===== src/rtl/command_decoder.sv =====
`default_nettype none
// ============================================================================
//  Module      : command_decoder
//  Description : Decodes and executes host commands: register file access,
//                framebuffer address setup, single-pixel writes and fills.
//  Revision    : 1.0  initial release
// ============================================================================

module command_decoder #(
    parameter int ADDR_WIDTH = 19,
    parameter int NUM_REGS   = 16
) (
    input  logic                     commandClk,
    input  logic                     resetN,
    input  logic [15:0]              commandToGpu,
    input  logic [15:0]              dataToGpu,
    output logic [15:0]              dataFromGpu,
    output logic                     busy,
    output logic                     cmdError,
    output logic                     fbWriteReq,
    input  logic                     fbWriteAck,
    output logic [ADDR_WIDTH-1:0]    fbAddr,
    output logic [15:0]              fbData,
    output logic [16*NUM_REGS-1:0]   regFlat
);

    localparam int IDX_W = (NUM_REGS > 1) ? $clog2(NUM_REGS) : 1;

    localparam logic [3:0] OP_NOP       = 4'h0;
    localparam logic [3:0] OP_REG_WRITE = 4'h1;
    localparam logic [3:0] OP_REG_READ  = 4'h2;
    localparam logic [3:0] OP_ADDR_HI   = 4'h3;
    localparam logic [3:0] OP_ADDR_LO   = 4'h4;
    localparam logic [3:0] OP_PIXEL     = 4'h5;
    localparam logic [3:0] OP_FILL      = 4'h6;

    typedef enum logic [1:0] {
        ST_IDLE  = 2'd0,
        ST_WRITE = 2'd1,
        ST_FILL  = 2'd2
    } state_t;

    state_t                  state_q, state_d;
    logic [15:0]             regs_q [NUM_REGS];
    logic [15:0]             regs_d [NUM_REGS];
    logic [ADDR_WIDTH-1:0]   addr_ptr_q, addr_ptr_d;
    logic [11:0]             fill_cnt_q, fill_cnt_d;
    logic [ADDR_WIDTH-1:0]   fb_addr_q, fb_addr_d;
    logic [15:0]             fb_data_q, fb_data_d;
    logic                    fb_req_q, fb_req_d;
    logic                    busy_q, busy_d;
    logic                    cmd_error_q, cmd_error_d;
    logic [15:0]             data_from_q, data_from_d;

    logic [3:0]              w_opcode;
    logic [11:0]             w_operand;
    logic [IDX_W-1:0]        w_reg_idx;
    logic                    w_cmd_valid;
    logic                    w_ack_hit;

    assign w_opcode    = commandToGpu[15:12];
    assign w_operand   = commandToGpu[11:0];
    assign w_reg_idx   = IDX_W'(32'(commandToGpu[3:0]) % NUM_REGS);
    assign w_cmd_valid = (commandToGpu != 16'h0000);
    assign w_ack_hit   = fb_req_q && fbWriteAck;

    always_comb begin
        state_d     = state_q;
        regs_d      = regs_q;
        addr_ptr_d  = addr_ptr_q;
        fill_cnt_d  = fill_cnt_q;
        fb_addr_d   = fb_addr_q;
        fb_data_d   = fb_data_q;
        fb_req_d    = fb_req_q;
        busy_d      = busy_q;
        cmd_error_d = 1'b0;
        data_from_d = data_from_q;

        case (state_q)
            ST_IDLE: begin
                if (w_cmd_valid) begin
                    case (w_opcode)
                        OP_NOP: ;
                        OP_REG_WRITE: regs_d[w_reg_idx] = dataToGpu;
                        OP_REG_READ:  data_from_d = regs_q[w_reg_idx];
                        OP_ADDR_HI:   addr_ptr_d[ADDR_WIDTH-1:16] = dataToGpu[ADDR_WIDTH-17:0];
                        OP_ADDR_LO:   addr_ptr_d[15:0] = dataToGpu;
                        OP_PIXEL: begin
                            fb_addr_d = addr_ptr_q;
                            fb_data_d = dataToGpu;
                            fb_req_d  = 1'b1;
                            busy_d    = 1'b1;
                            state_d   = ST_WRITE;
                        end
                        OP_FILL: begin
                            fill_cnt_d = w_operand;
                            // A zero-length fill is a no-op
                            if (w_operand != 12'd0) begin
                                fb_addr_d = addr_ptr_q;
                                fb_data_d = dataToGpu;
                                fb_req_d  = 1'b1;
                                busy_d    = 1'b1;
                                state_d   = ST_FILL;
                            end
                        end
                        default: cmd_error_d = 1'b1;
                    endcase
                end
            end
            ST_WRITE: begin
                cmd_error_d = w_cmd_valid;
                if (w_ack_hit) begin
                    fb_req_d   = 1'b0;
                    busy_d     = 1'b0;
                    addr_ptr_d = addr_ptr_q + ADDR_WIDTH'(1);
                    state_d    = ST_IDLE;
                end
            end
            ST_FILL: begin
                cmd_error_d = w_cmd_valid;
                if (w_ack_hit) begin
                    fill_cnt_d = fill_cnt_q - 12'd1;
                    addr_ptr_d = addr_ptr_q + ADDR_WIDTH'(1);
                    // Keep req high across beats so the fill streams without gaps
                    if (fill_cnt_q > 12'd1) begin
                        fb_addr_d = fb_addr_q + ADDR_WIDTH'(1);
                    end else begin
                        fb_req_d = 1'b0;
                        busy_d   = 1'b0;
                        state_d  = ST_IDLE;
                    end
                end
            end
            default: state_d = ST_IDLE;
        endcase
    end

    always_ff @(posedge commandClk or negedge resetN) begin
        if (!resetN) begin
            state_q     <= ST_IDLE;
            regs_q      <= '{default: '0};
            addr_ptr_q  <= '0;
            fill_cnt_q  <= '0;
            fb_addr_q   <= '0;
            fb_data_q   <= '0;
            fb_req_q    <= 1'b0;
            busy_q      <= 1'b0;
            cmd_error_q <= 1'b0;
            data_from_q <= '0;
        end else begin
            state_q     <= state_d;
            regs_q      <= regs_d;
            addr_ptr_q  <= addr_ptr_d;
            fill_cnt_q  <= fill_cnt_d;
            fb_addr_q   <= fb_addr_d;
            fb_data_q   <= fb_data_d;
            fb_req_q    <= fb_req_d;
            busy_q      <= busy_d;
            cmd_error_q <= cmd_error_d;
            data_from_q <= data_from_d;
        end
    end

    assign dataFromGpu = data_from_q;
    assign busy        = busy_q;
    assign cmdError    = cmd_error_q;
    assign fbWriteReq  = fb_req_q;
    assign fbAddr      = fb_addr_q;
    assign fbData      = fb_data_q;

    for (genvar gi = 0; gi < NUM_REGS; gi++) begin : g_flat
        assign regFlat[16*gi +: 16] = regs_q[gi];
    end

endmodule

`default_nettype wire


===== config.mk =====
export PLATFORM = sky130hd
export DESIGN_NAME = command_decoder
export DESIGN_NICKNAME = d
export VERILOG_FILES = /design/src/rtl/command_decoder.sv
export SDC_FILE = /design/constraint.sdc
export NUM_CORES = 1
export LEC_CHECK = 0
export BUFFER_PORTS_ARGS = -buffer_cell sky130_fd_sc_hd__buf_2
export CORE_MARGIN = 3
export CORE_UTILIZATION = 59
export DETAILED_ROUTE_END_ITERATION = 6
export GPL_ROUTABILITY_DRIVEN = 0
export GPL_TIMING_DRIVEN = 1
export PLACE_DENSITY = 0.82
export RECOVER_POWER = 100
export SYNTH_ARGS = -nofsm -noshare
export SYNTH_HDL_FRONTEND = slang
export SYNTH_SLANG_ARGS = --single-unit

===== constraint.sdc =====
create_clock -name commandClk -period 6.87 [get_ports commandClk]
set_clock_uncertainty 0.2 [all_clocks]
set_input_delay 1.374 -clock commandClk [delete_from_list [all_inputs] [get_ports commandClk]]
set_output_delay 1.374 -clock commandClk [all_outputs]
set_load 0.005 [all_outputs]

==> results of run 1 <==
## layout by cell type (no fill, tap or decap), types with 10 or more instances in the layout
| cell | n |
|---|---|
| and3_1 | 12 |
| clkbuf_1 | 212 |
| dfrtp_1 | 342 |
| nor4_1 | 10 |
| o21ai_0 | 39 |
| o22ai_1 | 21 |
| nand2_1 | 28 |
| nor2_1 | 56 |
| a21oi_1 | 49 |
| mux2_2 | 269 |
| inv_1 | 15 |
| nand3_1 | 29 |
| mux2i_1 | 41 |
| nand4_1 | 11 |
| mux4_2 | 64 |
| nor3_1 | 17 |
| clkbuf_16 | 37 |
| buf_2 | 146 |
## flip-flops by register name (all words and copies together), names as in the netlist
register	count
regFlat	256
addr_ptr_q	19
fbAddr	19
dataFromGpu	16
fbData	16
fill_cnt_q	12
state_q	2
busy	1
cmdError	1
## how the worst min path moves through the flow
stage | startpoint | to | slack [ps] | depth (start not counted)
CTS | dataFromGpu[13] | dataFromGpu[13] | 280 | 1
floorplan | dataFromGpu[13] | dataFromGpu[13] | 270 | 1
detailed placement | dataFromGpu[13] | dataFromGpu[13] | 270 | 1
global route | dataFromGpu[13] | dataFromGpu[13] | 310 | 1
finish | dataFromGpu[13] | dataFromGpu[13] | 290 | 1
global placement | dataFromGpu[13] | dataFromGpu[13] | 260 | 1
## layout make-up
cell class                      count  area share
Sequential cell                   342       0.449
Tap cell                          372      0.0244
Inverter                           16     0.00315
Clock buffer                       51      0.0535
Timing Repair Buffer              356      0.0822
Clock inverter                      8     0.00512
Multi-Input combinational cell    770       0.382
## kinds of logic (layout without fill, tap and decap cells)
kind of cell,after synthesis,after routing,share of synthesized area
AOI/OAI and AO/OA,179,179,0.0720
adders and majority gates,8,8,0.00610
buffers and inverters,105,431,0.0301
DFF,342,342,0.522
muxes,379,379,0.301
and+or+nand+nor,204,204,0.0692
## routing by layer
layer,wire length (µm),vias up,share of wire,track usage
li1,-,5189,-,-
met1,19200,6462,0.38,0.445
met2,24800,715,0.49,0.548
met3,4350,116,0.087,0.0696
met4,1920,0,0.038,0.111
met5,0,-,0,0
## synthesized netlist by cell type (all sizes together), types with 4 or more instances
library cell  number
a221o              5
a21o               7
mux2             274
nor3              17
a31oi              8
nor2              58
nand2             28
o22ai             21
dfrtp            342
buf               45
or3                4
clkbuf            44
ha                 8
nand4             11
o32ai              4
a221oi             4
or2                4
and3              12
nor4              11
mux4              64
a31o               5
a21oi             49
inv               15
nor4b              4
nand3             29
mux2i             41
a211oi             7
nand2b             9
o21ai             41
o31ai              9
## per-stage QoR
step                      hold WS, ps  area, µm²
after CTS                         278      19400
after detailed placement          269      18300
final                             287      19000
after floorplan                   274      16400
after global placement            257      18300
after global routing              315      19000
## power groups by stage
stage                     combinational, mW  clock [mW]  sequential [mW]
final                                  1.68        1.90             2.80
after CTS                              1.73        1.91             2.77
after global routing                   1.83        2.00             2.84
after global placement                 1.65           0             2.78
after detailed placement               1.71           0             2.80
after floorplan                        1.12           0             2.71
==> metrics.cfg, run 1 <==
[run_status]
outcome = finished, violations left
failed_checks = max-capacitance violations, max-slew violations

[power_and_ir_drop]
irDropWorstVdd_mv = 0.202
p_switching_mw = 2.14
p_leak_nw = 8.96
comb_power_share = 0.263
p_sw_frac = 0.336
pwr-share-seq = 0.439
powerDensity_nw_per_um2 = 335
power_mw = 6.37
clkPwrFrac = 0.298
intPower_mw = 4.23

[place]
placed_cells = 1856
dp_hpwl_um = 33900
pre_cts_ws_ps = 2470
portBuffers = 344

[floorplanning]
die-area_um2 = 29800
die_x_um = 173
die_h_um = 173
io_pins = 345
rows = 60
start_util = 0.604
coreArea_um2 = 27200

[synthesis]
syn_area_um2 = 16400
ys.flop_type = dfrtp_1
yosysWarnings = 0
synthTopCellsByArea = dfrtp_1 (52%), mux2_2 (19%), mux4_2 (8.8%), mux2i_1 (2.5%), a21oi_1 (1.5%)
yosysSeqAreaShare = 0.522
synthesis.nets = 1260
syn-mean-instance-area_um2 = 13.5
synth_enable_flop_cells = 0
synth_cells = 1217
ys_ff_latch = 342
synth_cell_types = 73
synth_top_area_frac = 0.522
synth_top_area_cell = dfrtp_1
synthArstFlopShare = 1.00

[grt]
grt_pass1_wl_um = 77300
grt_max_degree = 152
grt_overflow = 0
grt_pass1_vias = 12500
gr-usage-all-layers = 0.332
antenna_found_initial = 0

[timing]
finalWorstSetupSlack_ps = 1760
worst_pin_slew_ps = 3370
rsz0062_at_grt = false
finalCritPeriodShare = 0.744
timing.final.max_slew_violations = 279
hold_viol = 0
slew_headroom = -1.25
fmax_mhz = 196
fin_tns_setup_ps = 0
period_minus_slack_ps = 5110
setup_viol = 0

[clocking]
cts_tree = yes
clockBufferDepth = 3
cts_resized = 0
h-tree-depth = 2
clk_pin_slew_worst_paths_ps = 60
cts_buffers = 36
clock_insertion_delay_worst_skew_ps = 530
cts_hold_buf = 0
cts_setup_buffers = 0
cts_sinks = 342
root_buffer = clkbuf_16

[setup_path]
path_class = in -> reg
cp_num_cells = 4
critPathBufInv = 1
reg2reg_from = state_q[1]
startpoint_type = input port
crit_fanout = 72
crit_start = commandToGpu[1]
critical_path.top_delay_family = simple AND/OR/NAND/NOR gates
timing.rr.end = regFlat[29]
critPathCaptureType = register
path_cells = buf_4, nand3b_1, nor3_1, mux2_2
critical-path-max-stage-delay_ps = 2330
rrSetupSlack_ps = 2210
worstPathRequired_ps = 7070
arrival_ps = 5310
r2r_cells = 6
cp-endpoint = regFlat[39]
critPathSlowestCell = nor3_1

[routing]
wirelength_um = 50200
ant_nets = 0
route.vias.total = 12500
drc = 0
vias_per_cell = 6.52
drtIter0Drc = 1285
wl_per_cell_um = 26.2
drt-pass1-iter-count = 5

[min_path]
holdCritPathClass = reg -> reg

[finish]
synthToLayoutAreaGrowth_pct = 16.1
multi_input_area_um2 = 7280
fillerInstances = 2057
utilization = 0.701
final_cells = 1915
nets = 1565
layout-drive-gt1-share = 0.362
antennaDiodeCount = 0
regArea_um2 = 8560

[run]
maxCapViolCount = 12

No activity file was read; power rests on OpenSTA's default activity.
==> run 2, diff against run 1 <==
CORE_UTILIZATION = 55   (was 59)
PLACE_DENSITY = 0.77   (was 0.82)
clock period = 5.1 ns   (was 6.87 ns; I/O delays follow)
==> run 2 against run 1 <==
Compared with the run above:
- the flow still finishes with violations (max-capacitance violations, max-slew violations)
- die area increased by 7.0%
- highest routed layer unchanged
- largest cell class unchanged
- clock-buffer cell count up 9
- critical endpoint unchanged
- combinational power is 35% higher
- flip-flop and latch count is the same
- hold slack got worse by 8.7 ps
- sequential power up 34%
- first-iteration DRC count fell by 24%
==> metrics.cfg, run 2 (synthesized netlist as in run 1, its figures left out) <==
[clocking]
cts_resized = 0
clock_insertion_delay_worst_skew_ps = 530
cts_setup_buffers = 0
cts_tree = yes
cts_hold_buf = 0
root_buffer = clkbuf_16
h-tree-depth = 2
clk_pin_slew_worst_paths_ps = 60
clockBufferDepth = 3
cts_sinks = 342
cts_buffers = 38

[setup_path]
crit_fanout = 43
startpoint_type = input port
critical_path.top_delay_family = simple AND/OR/NAND/NOR gates
critPathCaptureType = register
critical-path-max-stage-delay_ps = 1310
worstPathRequired_ps = 5310
arrival_ps = 4200
path_class = in -> reg
critPathBufInv = 1
path_cells = clkbuf_2, nand3b_1, nor3_2, mux2_2
critPathSlowestCell = nor3_2
rrSetupSlack_ps = 1120

[power_and_ir_drop]
powerDensity_nw_per_um2 = 452
irDropWorstVdd_mv = 0.248
p_leak_nw = 8.92

[timing]
period_minus_slack_ps = 3990
worst_pin_slew_ps = 3090
fmax_mhz = 251
rsz0062_at_grt = false
finalCritPeriodShare = 0.783
slew_headroom = -1.06
hold_viol = 0
fin_tns_setup_ps = 0
setup_viol = 0
finalWorstSetupSlack_ps = 1110
timing.final.max_slew_violations = 176

[finish]
final_area_um2 = 19300
nets = 1578
layout_common_cells = dfrtp_1 (342), mux2_2 (271), clkbuf_1 (250)
utilization = 0.664
antennaDiodeCount = 0
layout-drive-gt1-share = 0.352
final_cells = 1948
mostFrequentLayoutCell = dfrtp_1
largest_register_ffs = 256
synthToLayoutAreaGrowth_pct = 17.5

[floorplanning]
rows = 62
die-area_um2 = 31900
start_util = 0.565
die_x_um = 179
die_h_um = 179
io_pins = 345
coreArea_um2 = 29000

[grt]
gr-usage-all-layers = 0.314
grt_max_degree = 117
grt_pass1_vias = 12500
grt_pass1_wl_um = 75500
grt_overflow = 0
antenna_found_initial = 0

[place]
placed_cells = 1879
dp_hpwl_um = 34600
portBuffers = 344
pre_cts_ws_ps = 1320
dpl_cell_area_um2 = 18400

[routing]
ant_nets = 0
drtIter0Drc = 973
wirelength_um = 50600
drt-pass1-iter-count = 5
drc = 0
vias_per_cell = 6.32
route.vias.total = 12300
wl_per_cell_um = 26.0

[run]
maxCapViolCount = 3

[min_path]
holdCritPathClass = reg -> reg

[run_status]
failed_checks = max-capacitance violations, max-slew violations
outcome = finished, violations left

[run 2: cell count changes in the layout (fill, tap and decap cells not counted), sizes merged]
cell and delta:
clkinvlp +2, bufinv -2, buf -29, clkinv +1, clkbuf +49
[run 2: area by class of cell]
cell class                 count  area (µm²)
inverter                      16        60.1
clock inverter                 9        68.8
multi-input combinational    770        7330
sequential                   342        8560
fill                        2298        9740
tap                          384         480
timing repair buffer         367        1610
clock buffer                  60        1160
[run 2: final timing paths]
check / start / to / depth (start not counted)
setup / recovery: commandToGpu[0] / regFlat[39] / 4
hold / removal: dataFromGpu[13] / dataFromGpu[13] / 1
setup reg to reg: state_q[0] / addr_ptr_q[4] / 7
hold reg to reg: dataFromGpu[13] / dataFromGpu[13] / 1
max in group asynchronous: resetN / regFlat[228] / 2
min in group asynchronous: resetN / fbAddr[6] / 1
[run 2: routing by layer]
layer | track usage | part of all wire | up-vias
met5 | 0 | 0 | -
met4 | 0.120 | 0.044 | 0
met3 | 0.0817 | 0.089 | 124
met2 | 0.509 | 0.48 | 568
met1 | 0.408 | 0.39 | 6389
li1 | - | - | 5232
[run 2: stage by stage]
step	hold WS (ps)	power, mW
2_1_floorplan	274	5.15
3_3_place_gp	262	6.01
3_5_place_dp	265	6.11
4_1_cts	278	8.80
5_1_grt	314	9.14
6_report	278	8.72
[run 2: worst register-to-register path, cell delays in order (launching register included)]
cell and delay [ps]:
dfrtp_1 400, inv_1 80, ha_1 790, or2_2 250, o211a_1 140, clkbuf_1 960, nand2_1 630, o221a_2 410
[run 2: power by group]
| part | leakage [nW] | switching [mW] | internal (mW) | total, mW |
|---|---|---|---|---|
| clock | 0.606 | 1.12 | 1.58 | 2.69 |
| sequential | 4.56 | 0.549 | 3.21 | 3.76 |
| combinational | 3.76 | 1.25 | 1.01 | 2.26 |
